## src/rtl/priority_scan_encoder_if.sv

```systemverilog
// Request-in / index-out stream bundle for priority_scan_encoder.
// The slave modport is the encoder side; master is the producer/consumer side.
interface priority_scan_encoder_if #(
    parameter int WIDTH = 8,
    parameter int IDX_W = 3
);
    logic             in_valid;
    logic             in_ready;
    logic [WIDTH-1:0] in_data;
    logic             in_single;
    logic             out_valid;
    logic             out_ready;
    logic [IDX_W-1:0] out_idx;
    logic             out_last;
    logic             out_none;

    modport master (
        output in_valid, in_data, in_single, out_ready,
        input  in_ready, out_valid, out_idx, out_last, out_none
    );

    modport slave (
        input  in_valid, in_data, in_single, out_ready,
        output in_ready, out_valid, out_idx, out_last, out_none
    );
endinterface

```

## src/rtl/priority_scan_encoder.sv

```systemverilog
// Serialising priority encoder: captures a request vector, then emits the index
// of each set bit one beat at a time in priority order (or only the top one).
module priority_scan_encoder #(
    parameter int WIDTH     = 8,
    parameter int IDX_W     = 3,
    parameter bit MSB_FIRST = 1'b1
) (
    input  logic                     clk,
    input  logic                     rst,
    priority_scan_encoder_if.slave   bus,
    output logic                     busy
);

    if (WIDTH < 2 || IDX_W != $clog2(WIDTH)) begin : g_param_check
        $error("priority_scan_encoder: WIDTH must be >= 2 and IDX_W must be clog2(WIDTH)");
    end

    typedef enum logic [0:0] {
        IDLE = 1'b0,
        SCAN = 1'b1
    } state_t;

    state_t           state_q, state_d;
    logic [WIDTH-1:0] pending_q, pending_d;
    logic             single_q, single_d;
    logic             none_q, none_d;

    logic             scan;
    logic             in_ready_c;
    logic [IDX_W-1:0] top_idx;
    logic [IDX_W-1:0] out_idx_c;
    logic             last_c;
    logic [WIDTH-1:0] sel_onehot;

    // Later iterations overwrite earlier hits, so the loop direction picks the winner.
    function automatic logic [IDX_W-1:0] find_top(input logic [WIDTH-1:0] vec);
        logic [IDX_W-1:0] idx;
        idx = '0;
        for (int i = 0; i < WIDTH; i++) begin
            if (MSB_FIRST) begin
                if (vec[i]) idx = IDX_W'(i);
            end else begin
                if (vec[WIDTH-1-i]) idx = IDX_W'(WIDTH-1-i);
            end
        end
        return idx;
    endfunction

    function automatic logic is_one_hot(input logic [WIDTH-1:0] vec);
        return (vec != '0) && ((vec & (vec - WIDTH'(1))) == '0);
    endfunction

    assign scan       = (state_q == SCAN);
    assign top_idx    = find_top(pending_q);
    assign out_idx_c  = (scan && !none_q) ? top_idx : '0;
    assign last_c     = scan && (none_q || single_q || is_one_hot(pending_q));
    assign sel_onehot = WIDTH'(1) << out_idx_c;
    assign in_ready_c = (state_q == IDLE) && !rst;

    assign bus.in_ready  = in_ready_c;
    assign bus.out_valid = scan;
    assign bus.out_idx   = out_idx_c;
    assign bus.out_last  = last_c;
    assign bus.out_none  = scan && none_q;
    assign busy          = scan;

    always_comb begin
        // NOTE: every signal driven here gets a default first, so no branch can infer a latch.
        state_d   = state_q;
        pending_d = pending_q;
        single_d  = single_q;
        none_d    = none_q;
        case (state_q)
            IDLE: begin
                if (bus.in_valid && in_ready_c) begin
                    pending_d = bus.in_data;
                    single_d  = bus.in_single;
                    none_d    = (bus.in_data == '0);
                    state_d   = SCAN;
                end
            end
            SCAN: begin
                if (bus.out_ready) begin
                    pending_d = pending_q & ~sel_onehot;
                    if (last_c) begin
                        pending_d = '0;
                        single_d  = 1'b0;
                        none_d    = 1'b0;
                        state_d   = IDLE;
                    end
                end
            end
            default: state_d = IDLE;
        endcase
    end

    always_ff @(posedge clk or posedge rst) begin
        if (rst) begin
            state_q   <= IDLE;
            pending_q <= '0;
            single_q  <= 1'b0;
            none_q    <= 1'b0;
        end else begin
            // NOTE: non-blocking assignments so every flop samples pre-edge values.
            state_q   <= state_d;
            pending_q <= pending_d;
            single_q  <= single_d;
            none_q    <= none_d;
        end
    end

endmodule

```

## src/flat_wrapper.sv

```systemverilog
// flat-port wrapper written by rule: the top's interface ports become plain ports
module priority_scan_encoder_flat 
#(
    parameter int WIDTH     = 8,
    parameter int IDX_W     = 3,
    parameter bit MSB_FIRST = 1'b1
)
  (clk, rst, busy, bus_in_valid, bus_in_data, bus_in_single, bus_out_ready, bus_in_ready, bus_out_valid, bus_out_idx, bus_out_last, bus_out_none);
  priority_scan_encoder_if #(.WIDTH(WIDTH), .IDX_W(IDX_W)) bus_i ();
  input  logic clk;
  input  logic rst;
  output logic busy;
  input wire logic [$bits(bus_i.in_valid)-1:0] bus_in_valid;
  input wire logic [$bits(bus_i.in_data)-1:0] bus_in_data;
  input wire logic [$bits(bus_i.in_single)-1:0] bus_in_single;
  input wire logic [$bits(bus_i.out_ready)-1:0] bus_out_ready;
  output wire logic [$bits(bus_i.in_ready)-1:0] bus_in_ready;
  output wire logic [$bits(bus_i.out_valid)-1:0] bus_out_valid;
  output wire logic [$bits(bus_i.out_idx)-1:0] bus_out_idx;
  output wire logic [$bits(bus_i.out_last)-1:0] bus_out_last;
  output wire logic [$bits(bus_i.out_none)-1:0] bus_out_none;
  assign bus_i.in_valid = bus_in_valid;
  assign bus_i.in_data = bus_in_data;
  assign bus_i.in_single = bus_in_single;
  assign bus_i.out_ready = bus_out_ready;
  assign bus_in_ready = bus_i.in_ready;
  assign bus_out_valid = bus_i.out_valid;
  assign bus_out_idx = bus_i.out_idx;
  assign bus_out_last = bus_i.out_last;
  assign bus_out_none = bus_i.out_none;
  priority_scan_encoder #(.WIDTH(WIDTH), .IDX_W(IDX_W), .MSB_FIRST(MSB_FIRST)) u_core (.clk(clk), .rst(rst), .bus(bus_i), .busy(busy));
endmodule
```

## config.mk

```make
export PLATFORM = sky130hd
export DESIGN_NAME = priority_scan_encoder_flat
export DESIGN_NICKNAME = d
export VERILOG_FILES = /design/src/rtl/priority_scan_encoder_if.sv /design/src/rtl/priority_scan_encoder.sv /design/src/flat_wrapper.sv
export SDC_FILE = /design/constraint.sdc
export NUM_CORES = 1
export LEC_CHECK = 0
export CAP_MARGIN = 10
export CORE_MARGIN = 4
export CORE_UTILIZATION = 54
export CTS_BUF_LIST = sky130_fd_sc_hd__clkbuf_2
export CTS_CLUSTER_SIZE = 24
export DETAILED_ROUTE_END_ITERATION = 7
export PLACE_DENSITY = 0.95
export SKIP_LAST_GASP = 1
export SYNTH_ARGS = -nofsm -noshare
export SYNTH_HDL_FRONTEND = slang
export SYNTH_SLANG_ARGS = --single-unit
```

## constraint.sdc

```tcl
create_clock -name clk -period 5.3 [get_ports clk]
set_input_delay 0.53 -clock clk [delete_from_list [all_inputs] [get_ports clk]]
set_output_delay 0.53 -clock clk [all_outputs]
set_load 0.1 [all_outputs]
```

# --- Word level (Yosys, flattened, before mapping) ---
# Index checks and enable logic that the tools add are counted.
totals:
  reg_bits: 11
  latch_bits: 0
  ram_bits: 0
  romBits: 0
  inputBits: 13
  output_inout_bits: 8
  elab_cells: 50
  mem_count: 0
op_classes:
  n_addsub: 1
  n_mul: 0
  n_div: 0
  n_lt_le_gt_ge: 0
  eq_ne: 3
  shift: 1
  n_mux: 22
  n_bitwise: 4
  n_reduce_logical: 15
op_table:
  columns: ["op", "n"]
  rows:
  - ["$mux 8", 3]
  - ["$mux 3", 7]
  - ["$and 8x8->8", 2]
  - ["$logic_not 8->1", 2]
  - ["$pmux 8 s2", 1]
  - ["$mux 1", 8]
  - ["$not 8->8", 1]
  - ["$reduce_bool 8->1", 1]
  - ["$shl 1x3->8 const A", 1]
  - ["$sub 8x1->8 const B", 1]
  - ["$logic_and 1x1->1", 6]
  - ["$ne 2x2->1 const B", 3]
  - ["$pmux 1 s2", 3]
  - ["$reduce_and 3->1", 1]
  - ["$logic_not 1->1", 2]
  - ["$logic_or 1x1->1", 2]
  - ["$reduce_and 2->1", 1]
  - ["$not 1->1", 1]

# --- Longest topological paths before layout ---
# Gate-level depths: netlist of run 1.
logic_depth:
  ltp_word: 14
  ltp_mapped: 6
  mapped_depth_nobuf: 4

# --- Least setup slack after synthesis of run 1 ---
# OpenSTA, ideal clock, no wires.
synth_timing:
  path_type: "reg-to-output"
  from: "register u_core.pending_q[2]"
  to: "output port bus_out_last"
  t_arrival_ps: 2721
  t_required_ps: 4770
  setup_slack_ps: 2049
  path_stages_with_launch: 6
  path_buffers: 1
  path_cell_list: "dfrtp_1 buf_6 or4_4 o311ai_2 nand3_1 nor2_1"
synth_between:
  elab_chain_cells: 6
  elab_cells_between_ends: 7
  cone_classes: "add/sub (1); bitwise (1); reduce/logical (5)"
synth_rtl:
  columns: ["element", "line_no", "rtl"]
  rows:
  - ["from (decl)", "priority_scan_encoder.sv:24", "logic [WIDTH-1:0] pending_q, pending_d;"]
  - ["from (signal assigned)", "priority_scan_encoder.sv:106", "pending_q <= pending_d;"]
  - ["$sub 8x1->8", "priority_scan_encoder.sv:50", "return (vec != '0) && ((vec & (vec - WIDTH'(1))) == '0);"]
  - ["$and 8x8->8", "priority_scan_encoder.sv:50", null]
  - ["$logic_not 8->1", "priority_scan_encoder.sv:50", null]
  - ["$logic_and 1x1->1 (*)", "priority_scan_encoder.sv:50", null]
  - ["$logic_or 1x1->1 (*)", "priority_scan_encoder.sv:56", "assign last_c = scan && (none_q || single_q || is_one_hot(pending_q));"]
  - ["$logic_and 1x1->1 (*)", "priority_scan_encoder.sv:56", null]
  - ["to (decl)", "flat_wrapper.sv:20", "output wire logic [$bits(bus_i.out_last)-1:0] bus_out_last;"]
# Every way passes the cells marked *; elsewhere a longest branch is shown, timed or not.

# --- Worst setup path in the final report of run 1 ---
# Same ends and word-level chain as after synthesis.

==> results.rst, run 1 <==
.. list-table::
   :header-rows: 1

   * - Metric
     - Value
   * - Delay contributed by the slowest stage of the critical path
     - 1.13 ns
   * - Overflow left after global routing
     - 0
   * - Number of top-level pins
     - 21
   * - Total track usage
     - 22.67%
   * - Port Buffer Count
     - 20
   * - Highest fanout seen on the critical path
     - 10
   * - Vertical die dimension
     - 47.26 µm
   * - DRC marker count from the first detailed-route iteration
     - 46
   * - Async SR Flop Fraction
     - 100.0%
   * - Initial core utilization
     - approximately 60%
   * - Weighted congestion reported at the end of routability-driven placement
     - 0.9516
   * - Area of the core
     - 1383 µm²
   * - Number of flops mapped to enable cells by yosys
     - 0
   * - Syn-to-layout area delta
     - 23.61%
   * - Number of diodes added for antenna fixing
     - 0
   * - Placement Setup Slack
     - 2.012 ns
   * - Total count of max-transition violations in the final report
     - 0
   * - Quantity of gates resized following cts
     - 0
   * - Post-synthesis sequential element count
     - 11
   * - Worst Tran Pin Value
     - 0.9785 ns
   * - Clk pin slew, worst setup/hold paths
     - 0.12 ns
   * - # Max-Cap Violations
     - 0
   * - Maximum number of pins on one net before global-route repair
     - 14
   * - Die ar.
     - 2233 µm²
   * - Number of vias after detailed routing
     - 841
   * - Number of rows created at floorplan
     - 13
   * - Crit path kind
     - reg -> out
   * - Setup fix buffers added after clock tree synthesis
     - 0
   * - Worst Path Buf+Inv
     - 1
   * - Setup repair after global routing missed its margin
     - false
   * - Number of remaining DRC errors
     - 0
   * - Critical path endpoint category
     - output port
   * - HPWL after detailed placement
     - 1612 µm
   * - Maximum level of the CTS H-tree
     - 1
   * - Biggest area contributors in the synthesized netlist
     - dfrtp_1 33%, a22oi_1 5.4%, nor2_1 4.5%, clkbuf_1 3.2%, o21ai_0 3.0%
   * - Launching point of the worst reg2reg path
     - u_core.bus.out_valid$_DFF_PP0_
   * - Latest clock arrival within the worst-skew pair
     - 0.28 ns
   * - Dominant cell type by area after synthesis
     - dfrtp_1
   * - Final min period
     - ~3.6 ns
   * - Number of filler instances in the final layout
     - slightly above 80
   * - Hold_ws
     - 0.5285 ns
   * - Number of nets still failing antenna checks after routing
     - 0
   * - Number of distinct library cell variants in the gate-level netlist after synthesis
     - 41
   * - Antenna violations before repair
     - 0
   * - Cell chosen for the clock root
     - clkbuf_2
   * - Part of the cycle the worst path needs
     - 68.07%
   * - Start point of the worst hold path
     - u_core.single_q$_DFFE_PP0P_
   * - Run status
     - finished clean
   * - Final setup vio count
     - 0
   * - Number of hold buffers added after cts
     - 0
   * - CTS tree
     - built
   * - Number of vias per cell after detailed routing
     - between 6 and 7
   * - Worst-path cell chain
     - or4_4 -> o311ai_2 -> nand3_1 -> nor2_1 -> clkdlybuf4s50_1
   * - Gate family responsible for the most delay along the worst path
     - buffers and inverters
   * - Total wirelength of the detailed-routed design
     - 2126 µm
   * - Top flip-flop cell by instance count after synthesis
     - dfrtp_1
   * - Yosys warnings
     - 0
   * - Setup clock skew after layout
     - 0.004602 ns
   * - Post-layout net count
     - 126
   * - Setup TNS
     - 0 ns
   * - Final hold violation count
     - 0
   * - TritonCTS Buffers
     - 3
   * - Share of the yosys chip area belonging to registers
     - 33.08%
   * - Area share of the largest cell type after synthesis
     - 33.08%
   * - Horizontal die dimension
     - ~47 µm
   * - Number of cells produced by synthesis
     - just under 100
   * - Master of the slowest instance on the critical path
     - clkdlybuf4s50_1
   * - Iteration count of the initial detailed-routing pass
     - 4
   * - Global-route wire length before repair
     - 3470 µm
   * - Max-Slew Margin vs Limit
     - 34.56%
   * - Number of global-route vias before repair
     - 787
   * - Smallest setup slack after layout
     - approximately 1.7 ns
   * - Post-synth net total
     - 110
   * - Startpoint type of the worst setup path
     - flop
   * - Class of the tightest hold or removal check
     - reg -> reg
   * - Highest achievable clock rate
     - roughly 0.28 GHz
   * - Clock Sinks
     - 11
   * - Fraction of layout cells with a size suffix above 1
     - 9.821%
   * - Required time reported for the critical path endpoint
     - 4.77 ns
   * - Data arrival, critical path
     - around 3 ns
   * - Launching element of the worst setup path
     - u_core.pending_q[2]$_DFFE_PP0P_
   * - Netlist Area Pre-Place
     - roughly 830 µm²
   * - Clock Path Buffers
     - 2
   * - Average routed wire per standard cell
     - 16.74 µm
   * - Post-synthesis area per instance
     - 8.578 µm²
area by class of cell:
class | instances | area, µm² | area share, %
Multi-Input combinational cell | 71 | 488.0 | 47.45
Sequential cell | 11 | 275.3 | 26.76
Timing Repair Buffer | 21 | 207.7 | 20.19
Clock buffer | 4 | 20.02 | 1.946
Inverter | 5 | 18.77 | 1.825
Tap cell | 15 | 18.77 | 1.825
per-layer routing:
metal | part of all wire (%) | global-route usage, % | vias to the layer above | wire length [µm]
li1 | - | - | 398 | -
met5 | 0 | 0 | - | 0
met1 | 43 | 28.47 | 393 | 906
met4 | 2.0 | 10.50 | 0 | 43
met3 | 8.6 | 6.130 | 6 | 182
met2 | 47 | 35.83 | 44 | 993
synth_stat cells, types with 2 or more instances:
master	n
a22oi_1	6
o211ai_1	2
xor2_1	2
o21ai_1	4
nor4b_1	2
nand2_1	4
or3_1	2
nor2_1	10
clkbuf_1	7
o31ai_1	2
inv_1	5
a21oi_1	3
or4_4	2
a22o_1	2
o21ai_0	5
nor4_1	3
dfrtp_1	11
nand2b_1	2
worst paths after layout:
check / endpoint / cells past startpoint / slack [ns]
worst max register to register: u_core.pending_q[2]$_DFFE_PP0P_ / 5 / 3.37
worst min register to register: u_core.single_q$_DFFE_PP0P_ / 1 / 0.53
min in group asynchronous: u_core.single_q$_DFFE_PP0P_ / 2 / 0.59
max in group asynchronous: u_core.pending_q[4]$_DFFE_PP0P_ / 2 / 4.41
worst min-delay path: u_core.single_q$_DFFE_PP0P_ / 1 / 0.53
worst max-delay path: bus_out_last / 5 / 1.69
state kept, by name, indices dropped and copies added, names as in the netlist:
name,cells
u_core.none_q,1
u_core.single_q,1
u_core.bus.out_valid,1
u_core.pending_q,8
per-stage QoR:
stage | std cells | util [%] | cell area (µm²)
floorplan | 97 | - | 832.0
global placement | 123 | 72.94 | 1008
detailed placement | 123 | 72.94 | 1008
CTS | 127 | 74.39 | 1028
global route | 127 | 74.39 | 1028
finish | 127 | 74.39 | 1028
cells in the final DEF (no fill, tap or decap), drive strengths merged:
cell	n
o2111ai	1
clkdlybuf4s50	20
o31ai	2
a2111o	1
xor2	2
nand2b	2
o21ba	1
a211oi	1
o31a	1
and2	1
a22oi	6
or3	2
nand2	4
a21oi	3
buf	1
dfrtp	11
nand3	1
nor3b	1
nand4	2
a22o	2
o211ai	2
a31oi	1
a221oi	1
or2	2
nor4b	2
o311ai	1
nor4	3
clkbuf	4
o22a	1
o221ai	1
or4	2
nor2	10
a21o	1
o21ai	9
o211a	1
inv	5
a32o	1
cells by family (layout without fill, tap and decap cells):
kind of cell / count (synthesis) / after routing / share of synthesized area, %
AND/OR/NAND/NOR: 32 / 32 / 23.46
buffers and inverters: 15 / 30 / 8.271
flip-flops: 11 / 11 / 33.08
AO/OA/AOI/OAI: 37 / 37 / 33.08
XOR/XNOR: 2 / 2 / 2.106
worst reg2reg max path, cell delays in order (launching register included):
cell     delay (ns)
dfrtp_1        0.64
nor3b_1        0.11
buf_4          0.20
a21oi_1        0.63
a22oi_1        0.16
o21ai_1        0.13
Power of run 1 is not shown: default switching activity piles up to over one toggle a cycle in this logic, so the estimate is an artifact.
==> run 2, diff against run 1 <==
CORE_UTILIZATION = 45   (was 54)
PLACE_DENSITY = 0.88   (was 0.95)
clock period = 3.3 ns   (was 5.3 ns; I/O delays follow)
==> run 2 against run 1 <==
Compared with the run above:
- cell count grew 7.9%
- critical path type unchanged
- setup slack lost 0.97 ns
- critical path depth stayed put
- register-to-register slack lost 2.0 ns
- global-route usage shrank 4.6 points
==> results.rst, run 2 (synthesized netlist as in run 1, its figures left out) <==
.. list-table::
   :header-rows: 1

   * - Metric
     - Value
   * - Clock Sinks
     - 11 (unchanged)
   * - Number of rows created at floorplan
     - 15 (+2)
   * - Horizontal die dimension
     - 51 µm (+7.9%)
   * - Number of vias after detailed routing
     - 829 (-1.4%)
   * - Number of global-route vias before repair
     - 837 (+6.4%)
   * - HPWL after detailed placement
     - 1606 µm (-0.35%)
   * - Total wirelength of the detailed-routed design
     - 2146 µm (+0.94%)
   * - Post-layout net count
     - 126 (unchanged)
   * - Max-Slew Margin vs Limit
     - 46.01% (+11 points)
   * - # Max-Cap Violations
     - 0 (unchanged)
   * - Number of nets still failing antenna checks after routing
     - 0 (unchanged)
   * - Part of the cycle the worst path needs
     - 77.99%
   * - Largest register by flop count
     - u_core.pending_q
   * - DRC marker count from the first detailed-route iteration
     - 37 (-20%)
   * - Top library cells by usage in the layout, fill and taps aside
     - 12 x clkdlybuf4s50_1, 11 x dfrtp_1, 10 x nor2_1, 9 x buf_4, 6 x a22oi_1
   * - Critical path endpoint category
     - output port
   * - TritonCTS Buffers
     - 3 (unchanged)
   * - Fraction of layout cells with a size suffix above 1
     - 16.96% (+7.1 points)
   * - Final min period
     - 2.574 ns
   * - Maximum level of the CTS H-tree
     - 1 (unchanged)
   * - Number of diodes added for antenna fixing
     - 0 (unchanged)
   * - Quantity of gates resized following cts
     - 0 (unchanged)
   * - Run status
     - finished clean
   * - Average routed wire per standard cell
     - 15.66 µm (-6.4%)
   * - Antenna violations before repair
     - 0 (unchanged)
   * - Setup repair after global routing missed its margin
     - false
   * - Startpoint type of the worst setup path
     - flop
   * - Cell chosen for the clock root
     - clkbuf_2
   * - Worst Tran Pin Value
     - 0.8098 ns (-0.1687 ns)
   * - Flip-flop count of the largest register, all copies and words added
     - 8 (unchanged)
   * - Initial core utilization
     - 47.67% (-13 points)
   * - Clock Path Buffers
     - 2 (unchanged)
   * - Smallest setup slack after layout
     - 0.7264 ns (-0.9657 ns)
   * - Final setup vio count
     - 0 (unchanged)
   * - Number of top-level pins
     - 21 (unchanged)
   * - Latest clock arrival within the worst-skew pair
     - 0.25 ns (-0.03 ns)
   * - Number of vias per cell after detailed routing
     - 6.051 (-8.6%)
   * - Weighted congestion reported at the end of routability-driven placement
     - 0.9469 (-0.49%)
   * - Clk pin slew, worst setup/hold paths
     - 0.12 ns (about the same)
   * - Global-route wire length before repair
     - 3670 µm (+5.8%)
   * - Reg2reg path depth
     - 4 (-1)
   * - Placement Setup Slack
     - 1.062 ns (-0.9499 ns)
   * - Port Buffer Count
     - 20 (unchanged)
   * - Syn-to-layout area delta
     - 22.71%
   * - Final hold violation count
     - 0 (unchanged)
   * - Vertical die dimension
     - 51 µm (+7.9%)
   * - Area of the core
     - 1745 µm² (+26%)
   * - Total count of max-transition violations in the final report
     - 0 (unchanged)
   * - Class of the tightest hold or removal check
     - in -> async
   * - Setup clock skew after layout
     - 0.005500 ns (+0.0008976 ns)
   * - Setup fix buffers added after clock tree synthesis
     - 0 (unchanged)
   * - Setup TNS
     - 0 ns (unchanged)
   * - Number of hold buffers added after cts
     - 0 (unchanged)
   * - Highest fanout seen on the critical path
     - 10 (unchanged)
   * - Number of remaining DRC errors
     - 0 (unchanged)
   * - Data arrival, critical path
     - 2.24 ns (-0.84 ns)
   * - Number of filler instances in the final layout
     - 159 (+94%)
   * - Hold_ws
     - 0.4107 ns (-0.1178 ns)
   * - Iteration count of the initial detailed-routing pass
     - 5 (+1)
   * - CTS tree
     - built
   * - Crit path kind
     - reg -> out
   * - Die ar.
     - 2601 µm² (+16%)
   * - Most common cell after layout, fill and taps aside
     - clkdlybuf4s50_1
   * - R2r setup slk
     - 1.34 ns (-2.03 ns)
   * - Highest achievable clock rate
     - slightly below 0.4 GHz
   * - Overflow left after global routing
     - 0 (unchanged)
   * - Total track usage
     - 18.03% (-4.6 points)
   * - Required time reported for the critical path endpoint
     - 2.97 ns (-1.80 ns)
   * - Maximum number of pins on one net before global-route repair
     - 14 (unchanged)
-- run 2: stage by stage --
stage / utilization [%] / cell area (µm²) / cells
after floorplan: - / 832.0 / 97
after global routing: 58.49 / 1021 / 137
after detailed placement: 57.35 / 1001 / 133
final: 58.49 / 1021 / 137
after CTS: 58.49 / 1021 / 137
after global placement: 57.35 / 1001 / 133
-- run 2: layer usage --
| metal | vias up | share of wire [%] | GRT usage, % |
|---|---|---|---|
| li1 | 396 | - | - |
| met1 | 391 | 42 | 22.08 |
| met2 | 40 | 49 | 32.19 |
| met3 | 2 | 7.4 | 2.624 |
| met4 | 0 | 0.65 | 5.381 |
| met5 | - | 0 | 0 |
-- run 2: worst paths after layout --
path                                                       from                         endpoint
min in group clk                    u_core.single_q$_DFFE_PP0P_      u_core.single_q$_DFFE_PP0P_
max in group asynchronous                                   rst  u_core.pending_q[4]$_DFFE_PP0P_
worst max-delay path            u_core.pending_q[2]$_DFFE_PP0P_                     bus_out_last
worst max register to register  u_core.pending_q[2]$_DFFE_PP0P_  u_core.pending_q[5]$_DFFE_PP0P_
worst min-delay path                                        rst      u_core.single_q$_DFFE_PP0P_
worst min register to register      u_core.single_q$_DFFE_PP0P_      u_core.single_q$_DFFE_PP0P_
-- run 2: layout make-up --
cell class / instances / area (µm²) / area share [%]
inverter: 5 / 18.77 / 1.838
timing repair buffer: 21 / 187.7 / 18.38
clock buffer: 3 / 15.01 / 1.471
tap: 25 / 31.28 / 3.064
multi-input combinational: 71 / 488.0 / 47.79
sequential: 11 / 275.3 / 26.96
clock inverter: 1 / 5.005 / 0.4902
-- run 2: worst max-delay path, cell delays in order (launching register included) --
cell and delay, ns:
dfrtp_1 0.49, or4_4 0.61, o311ai_2 0.36, nand3_1 0.12, nor2_1 0.11, buf_4 0.29
Power of run 2 is left out for the same reason.
==> run 3, diff against run 2 <==
clock period = 2.1 ns   (was 3.3 ns; I/O delays follow)
==> run 3 against run 2 <==
Compared with the run above:
- the run now ends with negative setup slack left
- die area is the same
- global-route usage grew 4.6 points
- cell count grew 6.6%
- critical endpoint unchanged
==> results.rst, run 3 (synthesized netlist as in run 1, its figures left out) <==
.. list-table::
   :header-rows: 1

   * - Metric
     - Value
   * - Run status
     - complete, but fails checks
   * - Failing checks
     - negative setup slack
   * - Global-route wire length before repair
     - 4367 µm (+19%)
   * - Number of standard cells in the layout, taps in and fillers out
     - 146 (+6.6%)
   * - Number of vias after detailed routing
     - 894 (+7.8%)
   * - Cell count after placement
     - 141 (+6.0%)
   * - Clock Path Buffers
     - 2 (unchanged)
   * - Hold_ws
     - 0.3529 ns (-0.05777 ns)
   * - Class of the tightest hold or removal check
     - in -> async
   * - Cell chosen for the clock root
     - clkbuf_2
   * - Total track usage
     - 22.60% (+4.6 points)
   * - HPWL after detailed placement
     - 1984 µm (+24%)
   * - Number of global-route vias before repair
     - 905 (+8.1%)
   * - Number of remaining DRC errors
     - 0 (unchanged)
   * - Highest achievable clock rate
     - approximately 0.46 GHz
   * - Met2 routed WL
     - 1322 µm (+24%)
   * - Reg2reg path depth
     - 4 (unchanged)
   * - Weighted congestion reported at the end of routability-driven placement
     - 0.9902 (+4.6%)
   * - Top sig layer
     - met4
   * - Flip-flop count of the largest register, all copies and words added
     - 8 (unchanged)
   * - Detailed-route wire length on metal 1
     - 1013 µm (+11%)
   * - Number of filler instances in the final layout
     - 140 (-12%)
   * - Average routed wire per standard cell
     - 17.85 µm (+14%)
   * - Number of top-level pins
     - 21 (unchanged)
   * - Crit path kind
     - reg -> out
   * - Post-layout net count
     - 135 (+7.1%)
   * - Launching element of the worst setup path
     - u_core.pending_q[3]$_DFFE_PP0P_
   * - Master of the slowest instance on the critical path
     - a211oi_1
   * - Crit path capture
     - bus_out_last
   * - DRC marker count from the first detailed-route iteration
     - 33 (-11%)
   * - Launching point of the worst reg2reg path
     - u_core.pending_q[2]$_DFFE_PP0P_
   * - Initial core utilization
     - 47.67% (unchanged)
   * - Total non-filler cell area in the finished layout
     - 1205 µm² (+18%)
   * - Maximum number of pins on one net before global-route repair
     - 12 (-2)
   * - Area of the core
     - 1745 µm² (unchanged)
   * - Maximum level of the CTS H-tree
     - 1 (unchanged)
   * - Part of the cycle the worst path needs
     - 104.6%
   * - Met3 Wirelength
     - 212 µm (+34%)
   * - Die ar.
     - 2601 µm² (unchanged)
   * - Required time reported for the critical path endpoint
     - 1.89 ns (-1.08 ns)
   * - Max-Slew Margin vs Limit
     - 47.58% (+1.6 points)
   * - Final setup vio count
     - 1 (+1)
   * - Placement Cell Area
     - 1171 µm² (+17%)
   * - Port Buffer Count
     - 20 (unchanged)
   * - Setup repair after global routing missed its margin
     - true
   * - Number of rows created at floorplan
     - 15 (unchanged)
   * - Top library cells by usage in the layout, fill and taps aside
     - 13 x buf_4, 12 x clkdlybuf4s50_1, 10 x dfrtp_1, 7 x nor2_1, 6 x a22oi_1
   * - Overflow left after global routing
     - 0 (unchanged)
   * - Setup clock skew after layout
     - 0.01136 ns (+0.005856 ns)
   * - Final min period
     - 2.196 ns
   * - Fraction of layout cells with a size suffix above 1
     - 30.58% (+14 points)
   * - TritonCTS Buffers
     - 3 (unchanged)
   * - Data arrival, critical path
     - 1.99 ns (-0.25 ns)
   * - Highest fanout seen on the critical path
     - 10 (unchanged)
   * - Number of nets still failing antenna checks after routing
     - 0 (unchanged)
   * - Iteration count of the initial detailed-routing pass
     - 4 (-1)
   * - Clk pin slew, worst setup/hold paths
     - 0.12 ns (about the same)
   * - Horizontal die dimension
     - 51 µm (unchanged)
   * - Smallest setup slack after layout
     - -0.09565 ns (-0.8221 ns)
   * - R2r setup slk
     - 0.24 ns (-1.10 ns)
   * - Vertical die dimension
     - 51 µm (unchanged)
   * - Startpoint type of the worst setup path
     - flop
   * - Clock Sinks
     - 11 (unchanged)
   * - Final hold violation count
     - 0 (unchanged)
   * - # Max-Cap Violations
     - 0 (unchanged)
   * - End of the worst register-to-register path
     - u_core.pending_q[4]$_DFFE_PP0P_
   * - Latest clock arrival within the worst-skew pair
     - 0.26 ns (about the same)
   * - Worst-path cell chain
     - buf_4 -> xor2_1 -> a211oi_1 -> o211a_1 -> nor2_4 -> buf_12
   * - Delay contributed by the slowest stage of the critical path
     - 0.47 ns (-0.14 ns)
   * - Syn-to-layout area delta
     - 44.81%
   * - CTS tree
     - built
   * - Total count of max-transition violations in the final report
     - 0 (unchanged)
   * - Largest register by flop count
     - u_core.pending_q
   * - Critical path endpoint category
     - output port
   * - Most common cell after layout, fill and taps aside
     - buf_4
   * - Number of hold buffers added after cts
     - 0 (unchanged)
   * - Worst Tran Pin Value
     - 0.7864 ns (-0.02343 ns)
   * - Number of vias per cell after detailed routing
     - 6.123 (+1.2%)
   * - Number of diodes added for antenna fixing
     - 0 (unchanged)
   * - Placement Setup Slack
     - 0.1584 ns (-0.9033 ns)
   * - Antenna violations before repair
     - 0 (unchanged)
   * - Total wirelength of the detailed-routed design
     - 2606 µm (+21%)
[run 3: worst min path at each step]
stage	start	endpoint	slack [ns]
4_1_cts	rst	u_core.pending_q[3]$_DFFE_PP0P_	0.37
6_report	rst	u_core.pending_q[3]$_DFFE_PP0P_	0.35
3_3_place_gp	u_core.single_q$_DFFE_PP0P_	u_core.single_q$_DFFE_PP0P_	0.49
2_1_floorplan	rst	u_core.none_q$_DFFE_PP0P_	0.06
3_5_place_dp	u_core.single_q$_DFFE_PP0P_	u_core.single_q$_DFFE_PP0P_	0.51
5_1_grt	rst	u_core.pending_q[3]$_DFFE_PP0P_	0.38
[run 3: metrics by stage]
step	util, %	TNS [ns]
2_1_floorplan	-	-0.04828
3_3_place_gp	67.10	0
3_5_place_dp	67.10	0
4_1_cts	68.67	-0.08643
5_1_grt	69.03	-0.1522
6_report	69.03	-0.09565
[run 3: cell type report]
type	instances	area (µm²)	share of cell area, %
multi-input combinational	71	540.5	44.86
timing repair buffer	30	317.8	26.38
sequential	11	276.5	22.95
tap	25	31.28	2.596
clock buffer	4	20.02	1.661
inverter	5	18.77	1.558
[run 3: routing by layer]
layer | track usage, % | up-vias
met2 | 38.63 | 54
met5 | 0 | -
met1 | 27.98 | 419
met3 | 5.831 | 7
li1 | - | 414
met4 | 5.830 | 0
[run 3: worst max-delay path: cells and delay by family (launching register included)]
| family | cells | cell delay [ns] |
|---|---|---|
| flops | 1 | 0.42 |
| xor+xnor | 1 | 0.16 |
| simple gates | 1 | 0.06 |
| compound gates | 2 | 0.74 |
| buf+inv | 2 | 0.34 |
[run 3: repair_timing]
| action | CTS | global route |
|---|---|---|
| setup buffers | 1 | 0 |
| gates resized for setup | 0 | 1 |
| hold endpoints to repair | 0 | 0 |
| setup endpoints to repair | 1 | 2 |
| pin swaps | 4 | 1 |
Power of run 3 is left out for the same reason.
